==> config.mk <==
export PLATFORM = sky130hd
export DESIGN_NAME = ps2_frame_receiver
export DESIGN_NICKNAME = d
export VERILOG_FILES = /design/src/rtl/ps2_pkg.sv /design/src/rtl/ps2_line_filter.sv /design/src/rtl/ps2_frame_receiver.sv
export SDC_FILE = /design/constraint.sdc
export NUM_CORES = 1
export LEC_CHECK = 0
export CAP_MARGIN = 10
export CORE_MARGIN = 4
export CORE_UTILIZATION = 55
export DETAILED_ROUTE_END_ITERATION = 10
export DONT_BUFFER_PORTS = 1
export PLACE_DENSITY = 0.73
export SYNTH_ARGS = -nofsm -noshare
export SYNTH_HDL_FRONTEND = slang
export SYNTH_SLANG_ARGS = --single-unit
export TNS_END_PERCENT = 20
==> constraint.sdc <==
create_clock -name clk -period 1.88 [get_ports clk]
set_input_delay 0.282 -clock clk [delete_from_list [all_inputs] [get_ports clk]]
set_output_delay 0.282 -clock clk [all_outputs]
set_load 0.02 [all_outputs]
==> src/rtl/ps2_pkg.sv <==
// rtl/ps2_pkg.sv - shared PS/2 receiver types and constants
package ps2_pkg;

  typedef enum logic [1:0] {
    PS2_IDLE   = 2'd0,
    PS2_DATA   = 2'd1,
    PS2_PARITY = 2'd2,
    PS2_STOP   = 2'd3
  } ps2_state_e;

  localparam logic [7:0] PS2_BREAK      = 8'hF0;
  localparam logic [7:0] PS2_EXT        = 8'hE0;
  localparam int         PS2_FRAME_BITS = 11;

endpackage

==> src/rtl/ps2_line_filter.sv <==
// rtl/ps2_line_filter.sv - 2-FF synchronizer plus counting glitch filter for one PS/2 line
module ps2_line_filter #(
  parameter int FILTER_LEN = 8
) (
  input  logic clk,
  input  logic rst_n,
  input  logic din,
  output logic dout
);

  logic       sync_q1;
  logic       sync_q2;
  logic [7:0] run_cnt;

  // Lines idle high, so every stage resets to 1 to avoid a false edge after reset.
  always_ff @(posedge clk or negedge rst_n) begin
    if (!rst_n) begin
      sync_q1 <= 1'b1;
      sync_q2 <= 1'b1;
      dout    <= 1'b1;
      run_cnt <= 8'd0;
    end else begin
      sync_q1 <= din;
      sync_q2 <= sync_q1;
      if (sync_q2 == dout) begin
        run_cnt <= 8'd0;
      end else if (run_cnt == 8'(FILTER_LEN - 1)) begin
        dout    <= sync_q2;
        run_cnt <= 8'd0;
      end else begin
        run_cnt <= run_cnt + 8'd1;
      end
    end
  end

endmodule

==> src/rtl/ps2_frame_receiver.sv <==
// rtl/ps2_frame_receiver.sv - PS/2 device-to-host frame decoder with two-byte keycode history
module ps2_frame_receiver
  import ps2_pkg::*;
#(
  parameter int FILTER_LEN  = 8,
  parameter int TIMEOUT_CYC = 200000
) (
  input  logic        clk,
  input  logic        rst_n,
  input  logic        kclk,
  input  logic        kdata,
  output logic [15:0] keycode,
  output logic        oflag,
  output logic        parity_err
);

  logic       kclk_f;
  logic       kdata_f;
  logic       kclk_q;
  logic       fall;
  ps2_state_e state;
  logic [2:0] bit_cnt;
  logic [7:0] shift_reg;
  logic       parity_bit;
  logic [31:0] wd_cnt;

  ps2_line_filter #(.FILTER_LEN(FILTER_LEN)) u_kclk_filter (
    .clk  (clk),
    .rst_n(rst_n),
    .din  (kclk),
    .dout (kclk_f)
  );

  ps2_line_filter #(.FILTER_LEN(FILTER_LEN)) u_kdata_filter (
    .clk  (clk),
    .rst_n(rst_n),
    .din  (kdata),
    .dout (kdata_f)
  );

  assign fall = kclk_q & ~kclk_f;

  always_ff @(posedge clk or negedge rst_n) begin
    if (!rst_n) begin
      kclk_q     <= 1'b1;
      state      <= PS2_IDLE;
      bit_cnt    <= 3'd0;
      shift_reg  <= 8'd0;
      parity_bit <= 1'b0;
      wd_cnt     <= 32'd0;
      keycode    <= 16'h0000;
      oflag      <= 1'b0;
      parity_err <= 1'b0;
    end else begin
      kclk_q     <= kclk_f;
      oflag      <= 1'b0;
      parity_err <= 1'b0;
      // A fall always takes priority over the watchdog so a late-but-valid edge is kept.
      if (fall) begin
        wd_cnt <= 32'd0;
        case (state)
          PS2_IDLE: begin
            if (!kdata_f) begin
              state   <= PS2_DATA;
              bit_cnt <= 3'd0;
            end
          end
          PS2_DATA: begin
            shift_reg <= {kdata_f, shift_reg[7:1]};
            bit_cnt   <= bit_cnt + 3'd1;
            if (bit_cnt == 3'd7) state <= PS2_PARITY;
          end
          PS2_PARITY: begin
            parity_bit <= kdata_f;
            state      <= PS2_STOP;
          end
          default: begin
            if (kdata_f && ((^shift_reg) ^ parity_bit)) begin
              keycode <= {keycode[7:0], shift_reg};
              oflag   <= 1'b1;
            end else begin
              parity_err <= 1'b1;
            end
            state <= PS2_IDLE;
          end
        endcase
      end else if (state != PS2_IDLE) begin
        if (wd_cnt == 32'(TIMEOUT_CYC)) begin
          state  <= PS2_IDLE;
          wd_cnt <= 32'd0;
        end else begin
          wd_cnt <= wd_cnt + 32'd1;
        end
      end else begin
        wd_cnt <= 32'd0;
      end
    end
  end

endmodule
# After elaboration in Yosys (flattened, before gate mapping)
# Cells that the tools add are included.
# W data, S select, Z words.
totals:
  reg_bits: 87
  latch_bits: 0
  mem_bits_rw: 0
  mem_bits_ro: 0
  in_bits: 4
  output_inout_bits: 18
  elab_cells: 74
  n_memories: 0
classes:
  n_addsub: 4
  n_mul: 0
  div: 0
  magnitude_cmp: 0
  n_eq_ne: 11
  shift: 0
  n_mux: 21
  n_bitwise: 6
  reduce_logical: 15
ops:
  columns: ["cell", "n"]
  rows:
  - ["$mux W32", 3]
  - ["$add A32 B1 Y32 const B", 1]
  - ["$eq A32 B18 Y1 const B", 1]
  - ["$mux W8", 4]
  - ["$add A8 B1 Y8 const B", 2]
  - ["$eq A8 B3 Y1 const B", 2]
  - ["$mux W2", 5]
  - ["$reduce_and A2 Y1", 4]
  - ["$reduce_bool A2 Y1", 4]
  - ["$reduce_xor A8 Y1", 1]
  - ["$mux W1", 6]
  - ["$ne A3 B3 Y1 const B", 2]
  - ["$pmux W2 S3", 1]
  - ["$pmux W3 S2", 1]
  - ["$reduce_and A3 Y1", 2]
  - ["$not A1 Y1", 4]
  - ["$reduce_and A4 Y1", 1]
  - ["$add A3 B1 Y3 const B", 1]
  - ["$eq A3 B3 Y1 const B", 1]
  - ["$mux W3", 1]
  - ["$reduce_or A3 Y1", 1]
  - ["$eq A1 B1 Y1", 2]
  - ["$eq A2 B1 Y1 const B", 1]
  - ["$eq A2 B2 Y1 const B", 1]
  - ["5 further kinds", 5]

# Depth between registers and ports, before layout
# Gate-level depths: netlist of run 1.
logic_depth:
  ltp_word: 6
  depth_mapped: 8

# By module
# A second synthesis of run 1 with hierarchy kept.
unflattened:
  cells_unflattened: 365
  area_unflattened_um2: 4191.5
by_module_without_submodules:
  columns: ["module", "instances", "cells_per_inst", "area_each_um2"]
  rows:
  - ["ps2_frame_receiver", 1, 279, 3168.0]
  - ["ps2_line_filter", 2, 43, 511.7]

# Worst setup path after synthesis of run 1
# OpenSTA, ideal clock, no wires.
synth_timing:
  kind: "flip-flop to flip-flop"
  start: "reg shift_reg[2]"
  end: "reg keycode[10]"
  t_arrival_ns: 1.860
  required_ns: 1.755
  slack_ns: -0.105
  path_stages_with_launch: 7
  cell_sequence: "dfrtp_1 > xnor2_1 > xnor3_1 > xnor2_2 > nand4_4 > buf_6 > mux2_4"
synth_via:
  elab_chain_cells: 4
synth_rtl:
  columns: ["item", "line_no", "text"]
  rows:
  - ["from (decl)", "ps2_frame_receiver.sv:23", "logic [7:0] shift_reg;"]
  - ["from (signal assigned)", "ps2_frame_receiver.sv:69", "shift_reg <= {kdata_f, shift_reg[7:1]};"]
  - ["$reduce_xor A8 Y1", "ps2_frame_receiver.sv:78", "if (kdata_f && ((^shift_reg) ^ parity_bit)) begin"]
  - ["$xor A1 B1 Y1", "ps2_frame_receiver.sv:78", null]
  - ["$logic_and A1 B1 Y1", "ps2_frame_receiver.sv:78", null]
  - ["$reduce_and A3 Y1 (no source line)", null, null]
  - ["to (signal assigned)", "ps2_frame_receiver.sv:79", "keycode <= {keycode[7:0], shift_reg};"]
  - ["to (decl)", "ps2_frame_receiver.sv:12", "output logic [15:0] keycode,"]
# Every way passes these cells.
# A chain may end at the register's enable or synchronous reset.

# Worst setup path in the final report of run 1
layout_timing:
  start: "reg shift_reg[7]"
  end: "reg keycode[8]"
# The elaborated chain is that of the path after synthesis.

==> flow_summary.toml, run 1 <==
[logic_synthesis]
ys_warn_count = 0
ys_top_cells_by_count = "80 x dfrtp_1, 51 x nor2_1, 27 x xnor2_1"
synth_top_area_cell = "dfrtp_1"
synth_top_area_share_pct = 48.8
syn_inst = 363
synth_seq_cells = 87
yosysUniqueCellTypes = 39
synth_area_leaders = "dfrtp_1 49%, xnor2_1 5.8%, mux2_2 4.9%, nor2_1 4.7%, dfstp_2 4.5%"
syn_area_per_cell_um2 = 11.3
synth_fp_nets = 377
synthArstFlopShare_pct = 100
ys_seq_area_share_pct = 53.3
synth_area_um2 = 4100
synth_edf_count = 0
yosysMostFrequentCell = "dfrtp_1"
synth_top_flop_cell = "dfrtp_1"

[routing]
ant_nets = 0
vias = 2720
routedWlPerCell_um = 13.7
first_pass_iters = 4
initialDrtViolationCount = 96
drc = 0
vias_per_cell = 5.36
drt-total-wl_um = 6930

[worst_setup_path]
slowest_delay_ns = 0.44
worstSetupPathType = "reg2reg"
path_depth = 6
cp_num_buf_inv = 1
crit-reg2reg-capture = "keycode[8]"
startpoint_type = "flop"
reg2reg_slack_ns = -0.05
crit_fanout = 17
slowest_stage = "xnor3_1"
crit_path_end_kind = "flop"
critical_path_required_ns = 2.12
r2r-start = "shift_reg[7]"
arrival_ns = 2.17
crit_chain = "xnor2_1, xnor3_1, xnor2_2, nand4_4, buf_12, mux2_4"
crit_family = "XOR/XNOR gates"
critPathLaunch = "shift_reg[7]"
r2r_cells = 6

[clocking]
clk_path_buf_depth = 2
cts_made_buffers = 9
htree_levels = 3
hold_buffers = 2
path_clk_slew_ns = 0.09
cts_tree = "yes"
clock-sinks = 87
cts_root_buf = "clkbuf_8"
insertion_delay_ns = 0.35

[timing]
holdWs_ns = -0.387
hold_violations = 87
setup_violations = 17
final.setup.worst_slack_ns = -0.0468
rsz0062_at_grt = "yes"
tightest_slew_ns = 0.493
skew_ns = 0.00743
relSlewSlack_pct = 66.9
post-route-period-util_pct = 102
setup_tns_ns = -0.500
slew_viol_final = 0
max_freq_ghz = 0.519
period_needed_ns = 1.93

[floorplan]
core_area_um2 = 7250
start_util_pct = 56.6
die_area_um2 = 8910
dieHeight_um = 94.4
placementRows = 31
ioPinCount = 22
die_w_um = 94.4

[grt]
overflow = 0
grt_antenna_before_repair = 0
grt_max_degree = 88
grt.total_usage_pct = 17.5
grt_pass1_vias = 2663
grt_pass1_wl_um = 12200

[placement]
gp_congestion = 0.779
placed_cells = 488
io_buffers = 0
post-place-ws_ns = -0.170
placed_area_um2 = 4480
hpwl_um = 4820

[power]
irDropWorstVdd_v = 0.000556
p_switching_mw = 1.41
powerDensity_nw_per_um2 = 969
comb_power_share_pct = 23.3
leakage_nw = 2.25
power.share.switching_pct = 30.8
p_int_mw = 3.17
pwr-share-clk_pct = 27.9
pwr-share-seq_pct = 48.8

[finish]
regMostFlops = "wd_cnt"
areaGrowthSynthToFinish_pct = 15.1
final_core_util_pct = 65.1
drive_gt1_share_pct = 24.8
largest_register_ffs = 32
diodes = 0
top_regs = "wd_cnt x32, keycode x16"
final_area_um2 = 4720
nets = 418
finalNonFillerCells = 507

[outcome]
violations = "negative hold slack, negative setup slack"
status = "finished, violations left"

[run]
max-cap-violations = 0

[hold_path]
hold_class = "in2async"
-- repair_timing --
item,4_1_cts,5_1_grt
setup buffers,2,0
gates resized for setup,2,2
endpoints found under the setup margin,18,21
pin swaps,3,3
endpoints found under the hold margin,89,87
-- cell usage in the layout (no fill, tap or decap), types with 3 or more instances in the layout --
cell and count:
xnor2_1 27, nand4_1 9, dfstp_2 7, ha_1 10, a22o_1 4, buf_4 38
inv_1 11, mux2_2 18, xor2_1 20, nand3_1 24, o21ai_0 3, a21oi_1 4
nor4_1 10, nand2b_1 4, nor2_1 51, and2_1 4, dfrtp_1 80, clkbuf_8 9
nand2_1 16, and3_1 10, nor3_1 7, mux2_4 9
-- how the worst max path moves through the flow --
stage                       end  slack, ns
floorplan           keycode[10]      -0.06
global route        keycode[12]      -0.11
CTS                    state[0]      -0.06
global placement       state[0]      -0.12
finish               keycode[8]      -0.05
detailed placement     state[0]      -0.17
-- worst register-to-register path: cells and delay by family, from the launching register on --
kind | cells | cell delay [ns]
xor+xnor | 3 | 0.79
buf+inv | 1 | 0.19
flops | 1 | 0.42
mux | 1 | 0.30
simple gates | 1 | 0.11
-- area by class of cell --
cell class              count  area (um2)
inverters                  11        41.3
fillers                   571        2530
flip-flops and latches     87        2190
clock inverters             6        71.3
clock buffers               9         124
multi-input cells         254        1850
repair buffers             41         325
well taps                  99         124
-- cell families (layout without fill, tap and decap cells) --
family / Yosys count / count (layout) / synth area share [%]
adders and majority gates: 10 / 10 / 3.05
DFF: 87 / 87 / 53.3
buffers and inverters: 22 / 67 / 2.23
muxes: 28 / 28 / 8.48
xor gates and xnor gates: 50 / 50 / 11.4
and+or+nand+nor: 150 / 150 / 18.9
AOI/OAI and AO/OA: 16 / 16 / 2.71
-- layer usage --
| layer | track usage [%] | vias up | part of all wire, % | wire length [um] |
|---|---|---|---|---|
| li1 | - | 1329 | - | - |
| met1 | 22.7 | 1326 | 44 | 3080 |
| met2 | 29.1 | 55 | 49 | 3420 |
| met3 | 4.22 | 10 | 5.1 | 355 |
| met4 | 5.42 | 0 | 1.1 | 74 |
| met5 | 0 | - | 0 | 0 |
-- metrics by stage --
stage | hold slack, ns | power, mW
finish | -0.387 | 4.58
global route | -0.405 | 4.86
CTS | -0.400 | 4.64
detailed placement | -0.0112 | 3.32
global placement | -0.0117 | 3.29
floorplan | -0.0136 | 3.00
-- power groups by stage --
stage          logic, mW  registers [mW]  clock network [mW]
5_1_grt             1.21            2.27                1.38
6_report            1.07            2.23                1.28
2_1_floorplan      0.786            2.22                   0
3_3_place_gp        1.02            2.26                   0
4_1_cts             1.09            2.23                1.32
3_5_place_dp        1.05            2.27                   0
Note: power is estimated with default switching activity, not from simulation.
==> inputs of run 2 (changes only) <==
- CORE_UTILIZATION: 55 -> 35
- PLACE_DENSITY: 0.73 -> default
==> run 2 against run 1 <==
Against the previous run: the run still ends with negative hold slack, negative setup slack left; maximum frequency rose by 0.13%; largest cell class unchanged; core utilization fell by 22 points; clock skew fell by 0.00063 ns; critical path depth did not move; final area rose by 4.5%; count of clock-buffer cells in the layout did not move.
==> flow_summary.toml, run 2 (synthesis gave the netlist of run 1 again) <==
[outcome]
status = "finished, violations left"
violations = "negative hold slack, negative setup slack"

[clocking]
path_clk_slew_ns = 0.06
clock-sinks = 87
insertion_delay_ns = 0.34
cts_tree = "yes"
cts_made_buffers = 9
cts_root_buf = "clkbuf_16"
clk_path_buf_depth = 2
hold_buffers = 2
htree_levels = 3

[finish]
nets = 417
areaGrowthSynthToFinish_pct = 20.3
final_common_cell = "dfrtp_1"
fillers = 1085
register_area_um2 = 2190
largest_register_ffs = 32
drive_gt1_share_pct = 26.5
multi_input_area_um2 = 1880
regMostFlops = "wd_cnt"
diodes = 0
top_regs = "wd_cnt x32, keycode x16"
final_cell_mix = "78 x dfrtp_1, 51 x nor2_1, 36 x buf_4"

[timing]
period_needed_ns = 1.92
hold_violations = 87
slew_viol_final = 0
holdWs_ns = -0.368
setup_violations = 17
setup_tns_ns = -0.441
post-route-period-util_pct = 102
rsz0062_at_grt = "yes"
final.setup.worst_slack_ns = -0.0443
skew_ns = 0.00680
max_freq_ghz = 0.520
tightest_slew_ns = 0.464
relSlewSlack_pct = 69.0

[routing]
ant_nets = 0
drt-total-wl_um = 7410
routedWlPerCell_um = 13.4
drc = 0
initialDrtViolationCount = 163
first_pass_iters = 5
vias = 2697
vias_per_cell = 4.89

[worst_setup_path]
r2r-start = "shift_reg[7]"
worstSetupPathType = "reg2reg"
crit_path_end_kind = "flop"
startpoint_type = "flop"
critPathLaunch = "shift_reg[7]"
crit_fanout = 17
arrival_ns = 2.15
critical_path_required_ns = 2.11

[grt]
overflow = 0
grt_antenna_before_repair = 0
grt_pass1_vias = 2797
grt.total_usage_pct = 11.8
grt_max_degree = 88
grt_pass1_wl_um = 12800

[floorplan]
start_util_pct = 35.8
core_area_um2 = 11500
ioPinCount = 22
die_area_um2 = 13500
dieHeight_um = 116
die_w_um = 116
placementRows = 39

[placement]
io_buffers = 0
hpwl_um = 5040
gp_congestion = 0.754

[run]
max-cap-violations = 0

[power]
powerDensity_nw_per_um2 = 1070
leakage_nw = 2.32
irDropWorstVdd_v = 0.000735

[hold_path]
hold_class = "in2async"
-- run 2: changes by cell type in the layout (fill, tap and decap cells not counted), moves of 2 or more --
cell,delta
clkbuf_8,-9
dfrtp_2,+2
buf_4,-2
and4_1,-2
dfrtp_1,-2
clkbuf_16,+9
and3_1,-2
-- run 2: cell type report --
cell class / instances / area share, %
clock buffer: 9 / 4.56
clock inverter: 7 / 2.08
inverter: 11 / 0.837
multi-input combinational: 254 / 38.0
sequential: 87 / 44.3
tap: 143 / 3.62
timing repair buffer: 40 / 6.51
-- run 2: routing by layer --
| metal | part of all wire, % | track usage (%) | wire length [um] |
|---|---|---|---|
| met5 | 0 | 0 | 0 |
| met1 | 46 | 14.9 | 3410 |
| met4 | 1.1 | 4.10 | 85 |
| met2 | 49 | 19.3 | 3630 |
| met3 | 3.9 | 3.63 | 290 |
-- run 2: path summary, 6_finish.rpt --
check / cells past startpoint / slack [ns] / endpoint
setup / recovery: 6 / -0.04 / keycode[8]
hold / removal: 0 / -0.37 / u_kdata_filter.run_cnt[5]
setup reg to reg: 6 / -0.04 / keycode[8]
hold reg to reg: 0 / 0.36 / u_kdata_filter.sync_q2
max in group asynchronous: 0 / 2.03 / u_kclk_filter.sync_q2
min in group clk: 0 / 0.36 / u_kdata_filter.sync_q2
-- run 2: metrics by stage --
stage	util, %	setup slack (ns)	cells	power [mW]	area [um2]
after global routing	43.0	-0.129	551	5.60	4940
after detailed placement	39.5	-0.143	532	3.34	4530
after CTS	42.8	-0.0683	551	5.33	4900
final	43.0	-0.0443	551	5.28	4940
after global placement	39.5	-0.118	532	3.31	4530
after floorplan	-	-0.0642	363	3.00	4120
-- run 2: timing repair --
action                     CTS  global route
hold endpoints to repair    89            87
buffers inserted             1             0
setup endpoints to repair   18            50
resized for setup            4            10
pin swaps                    3             4
-- run 2: where the power goes --
| part | internal [mW] | switching (mW) |
|---|---|---|
| registers | 2.06 | 0.170 |
| clock network | 1.18 | 0.752 |
| logic | 0.522 | 0.595 |
| total | 3.76 | 1.52 |
-- run 2: critical path: stages (launching register included) --
cell	delay (ns)
dfrtp_1	0.40
xnor2_1	0.14
xnor3_1	0.45
xnor2_2	0.21
nand4_4	0.11
buf_12	0.19
mux2_4	0.30
